===== config.mk =====
export PLATFORM = sky130hd
export DESIGN_NAME = countdown_timer
export DESIGN_NICKNAME = d
export VERILOG_FILES = /design/src/rtl/countdown_timer.sv
export SDC_FILE = /design/constraint.sdc
export NUM_CORES = 1
export LEC_CHECK = 0
export ABC_CLOCK_PERIOD_IN_PS = 2100
export CELL_PAD_IN_SITES_DETAIL_PLACEMENT = 0
export CELL_PAD_IN_SITES_GLOBAL_PLACEMENT = 2
export CORE_MARGIN = 5
export CORE_UTILIZATION = 27
export CTS_CLUSTER_DIAMETER = 100
export CTS_CLUSTER_SIZE = 25
export DETAILED_ROUTE_END_ITERATION = 10
export GPL_TIMING_DRIVEN = 1
export PLACE_DENSITY_LB_ADDON = 0.1
export SYNTH_ARGS = -nofsm -noshare
export SYNTH_HDL_FRONTEND = slang
export SYNTH_SLANG_ARGS = --single-unit
export TNS_END_PERCENT = 20

===== constraint.sdc =====
create_clock -name clk -period 2.1 [get_ports clk]
set_clock_uncertainty 0.1 [all_clocks]
set_input_delay 0.21 -clock clk [delete_from_list [all_inputs] [get_ports clk]]
set_output_delay 0.21 -clock clk [all_outputs]
set_load 0.01 [all_outputs]

===== src/rtl/countdown_timer.sv =====
// Loadable down-counter with one-shot/auto-reload modes; registered outputs update one cycle after inputs are sampled.
// No backpressure; hold pauses counting while running, and priority is clear > load > hold > count.
module countdown_timer #(
  parameter int WIDTH = 4
) (
  input  logic             clk,
  input  logic             reset_n,
  input  logic             clear,
  input  logic             load,
  input  logic [WIDTH-1:0] load_val,
  input  logic             hold,
  input  logic             periodic,
  output logic [WIDTH-1:0] cnt,
  output logic             running,
  output logic             done,
  output logic             expire
);

  typedef enum logic [1:0] {
    IDLE = 2'd0,
    RUN  = 2'd1,
    DONE = 2'd2
  } state_t;

  localparam logic [WIDTH-1:0] ONE  = WIDTH'(1);
  localparam logic [WIDTH-1:0] ZERO = '0;

  state_t           state_q, state_nx;
  logic [WIDTH-1:0] cnt_q, cnt_nx;
  logic [WIDTH-1:0] reload_q, reload_nx;
  logic             expire_q, expire_nx;

  always_ff @(posedge clk or negedge reset_n) begin
    if (!reset_n) begin
      state_q  <= IDLE;
      cnt_q    <= '0;
      reload_q <= '0;
      expire_q <= 1'b0;
    end else begin
      state_q  <= state_nx;
      cnt_q    <= cnt_nx;
      reload_q <= reload_nx;
      expire_q <= expire_nx;
    end
  end

  always_comb begin
    state_nx  = state_q;
    cnt_nx    = cnt_q;
    reload_nx = reload_q;
    expire_nx = 1'b0;

    if (clear) begin
      state_nx = IDLE;
      cnt_nx   = '0;
    end else if (load) begin
      // A zero load is a cancel: nothing to count, so park in IDLE.
      cnt_nx    = load_val;
      reload_nx = load_val;
      state_nx  = (load_val != ZERO) ? RUN : IDLE;
    end else if (state_q == RUN && !hold) begin
      if (cnt_q > ONE) begin
        cnt_nx = cnt_q - ONE;
      end else begin
        // Terminal step; cnt==0 cannot occur in RUN but is treated as terminal so it never wraps.
        expire_nx = 1'b1;
        if (periodic) begin
          cnt_nx = reload_q;
        end else begin
          cnt_nx   = '0;
          state_nx = DONE;
        end
      end
    end
  end

  assign cnt     = cnt_q;
  assign running = (state_q == RUN);
  assign done    = (state_q == DONE);
  assign expire  = expire_q;

endmodule


==> flow_metrics.tcl <==
set metrics [dict create \
    outcome "finished, final reports clean" \
    grt_pass1_wl_um 2730 \
    place_congestion 0.763 \
    worstPathArrival_ns 2.02 \
    rsz0062_at_grt "false" \
    synthFlopType "dfrtp_1" \
    htreeDepth 1 \
    clkPwrFrac_pct 25.8 \
    cts_tree "yes" \
    synth-xor-area-share_pct 0 \
    multi_input_area_sq_um 340 \
    diodes 0 \
    finalCritPeriodShare_pct 91.8 \
    clk_pin_slew_ns 0.08 \
    dpl-instance-area_sq_um 852 \
    end_kind "flip-flop" \
    clock_latency_ns 0.27 \
    drtPass1Iterations 4 \
    reg2reg_depth 6 \
    area.growth.synth_to_final_pct 36.6 \
    worst_pin_slew_ns 0.533 \
    r2r_end "cnt[0]" \
    io_pins 17 \
    post_route_cells_drive_above_1_share_pct 15.9 \
    cts_buffers 3 \
    synthMuxAreaShare_pct 7.00 \
    yosysTopAreaCell "dfrtp_1" \
    powerDensity_mw_per_mm2 653 \
    combPwrFrac_pct 29.0 \
    grtUsageTotal_pct 10.5 \
    finalSetupViolCount 0 \
    swShare_pct 30.0 \
    maxSlewViolCount 0 \
    vias 587 \
    start_kind "flip-flop" \
    stdcell_area_sq_um 878 \
    hp-class "primary input to async pin" \
    wirelength_um 1660 \
    path_class "flip-flop to flip-flop" \
    nNetsFinal 101 \
    synth_cells 67 \
    hold_violations 0 \
    start_util_pct 28.8 \
    ys_ff_latch 11 \
    post_cts_hold_buffer_count 0 \
    gr-total-overflow 0 \
    grt_max_degree 12 \
    nFillCells 234 \
    drc 0 \
    synth.top_cells.by_count "dfrtp_1 (11), a21oi_1 (6), inv_1 (5), nand2_1 (5)" \
    dp_hpwl_um 1330 \
    ff_latch_area_sq_um 275 \
    wl_per_cell_um 14.3 \
    port_buffers 16 \
    leakage_nw 0.366 \
    antenna_found_initial 0 \
    max_slew_margin_pct 64.4 \
    cts_resized 0 \
    syn_nets 79 \
    totalNegativeSetupSlack_ns 0 \
    synth_top_family_by_area "simple AND/OR/NAND/NOR gates" \
    cp_max_fo 5 \
    total_power_uw 574 \
    synthArstFlopShare_pct 100 \
    rr_startpoint "cnt[1]" \
    via_per_inst 5.06 \
    yosys_warnings 0 \
    cts.sinks 11 \
    seqPwrFrac_pct 45.2 \
    synth_edf_count 0 \
    synth_top_cells_by_area "dfrtp_1 (43%), mux2_2 (7.0%), a21oi_1 (4.7%)" \
    synth-simple-area-share_pct 21.0 \
    ys_types 29 \
    clockBufferDepth 2 \
    drv_cap 0 \
    ant_nets 0 \
    dieArea_sq_mm 0.00346 \
    cts_setup_buffers 0 \
    synth_top_area_share_pct 42.8 \
    num_rows 17 \
    core_sq_mm 0.00223 \
    required_ns 2.20 \
    synth_fa_ha_area_share_pct 3.89 \
    r2r_slack_ns 0.17 \
    seq_area_frac_synth_pct 42.8 \
    die_w_um 58.8 \
    max_freq_mhz 519 \
    intPower_uw 402 \
    drtIter0Drc 6 \
    avgSynthCellArea_sq_um 9.60 \
    yosysMostFrequentCell "dfrtp_1" \
    grt_pass1_vias 574 \
    fin_crit_ns 1.93 \
    synth_compound_area_share_pct 21.0 \
    netSwitchingPower_uw 172 \
    root_buffer "clkbuf_4" \
    die_h_um 58.8 \
    syn-cell-area_sq_um 643 \
    vdd_drop_max_mv 0.304 \
]
-- sequential cells by signal, summed over array words and instances (netlist names) --
signal    cells
cnt           4
expire        1
state_q       2
reload_q      4
-- worst max-delay path by stage --
stage | slack (ns) | cells past startpoint | from | to
final | 0.17 | 6 | cnt[1] | cnt[0]
after global routing | 0.07 | 6 | cnt[0] | cnt[0]
after CTS | 0.17 | 6 | cnt[1] | cnt[0]
after detailed placement | 0.19 | 6 | cnt[1] | cnt[0]
after global placement | 0.19 | 6 | cnt[1] | cnt[1]
after floorplan | 0.27 | 6 | cnt[0] | cnt[0]
-- layout by cell type, fill, tap and decap left out, types with 3 or more instances in the layout --
| master | instances |
|---|---|
| mux2_2 | 4 |
| inv_1 | 5 |
| clkdlybuf4s50_1 | 16 |
| buf_4 | 3 |
| nand2_1 | 5 |
| nor2b_1 | 3 |
| clkbuf_4 | 3 |
| nor2_1 | 3 |
| nor3_1 | 4 |
| a21oi_1 | 6 |
| dfrtp_1 | 11 |
-- cell type report --
cell class | count | share of cell area, %
clock buffer | 4 | 2.99
timing repair buffer | 19 | 20.8
sequential | 11 | 31.3
tap | 28 | 3.99
inverter | 5 | 2.14
multi-input combinational | 49 | 38.7
-- metrics by stage --
step / instances / hold WS, ns / util, % / setup WS, ns
6_report: 116 / 0.186 / 39.3 / 0.172
3_3_place_gp: 112 / 0.371 / 38.2 / 0.194
2_1_floorplan: 67 / -0.186 / - / 0.271
5_1_grt: 116 / 0.239 / 39.3 / 0.0703
4_1_cts: 116 / 0.208 / 39.3 / 0.171
3_5_place_dp: 112 / 0.373 / 38.2 / 0.190
-- worst max-delay path, cell delays in order (launching register included) --
cell and delay [ns]:
dfrtp_1 0.40, inv_1 0.11, ha_1 0.20, nor2_1 0.08, or3_4 0.36, a2111oi_0 0.40, a2bb2oi_1 0.20
-- power by group through the flow --
stage | registers, mW | logic [mW] | clock network, mW
global placement | 0.263 | 0.171 | 0
detailed placement | 0.263 | 0.168 | 0
CTS | 0.259 | 0.169 | 0.155
finish | 0.259 | 0.166 | 0.148
floorplan | 0.261 | 0.0934 | 0
global route | 0.262 | 0.184 | 0.170
-- cells by family (layout without fill, tap and decap cells) --
family          after synthesis  count (layout)
simple gates                 24              24
compound gates               19              19
flops                        11              11
buf+inv                       7              28
mux                           4               4
fa+ha+maj                     2               2
-- per-layer routing --
layer | vias up | track usage, % | part of all wire [%]
met5 | - | 0 | 0
met4 | 0 | 4.85 | 0.85
met3 | 2 | 2.19 | 4.7
met2 | 12 | 14.8 | 45
met1 | 285 | 15.1 | 50
li1 | 288 | - | -
No activity file was read; power rests on OpenSTA's default activity.
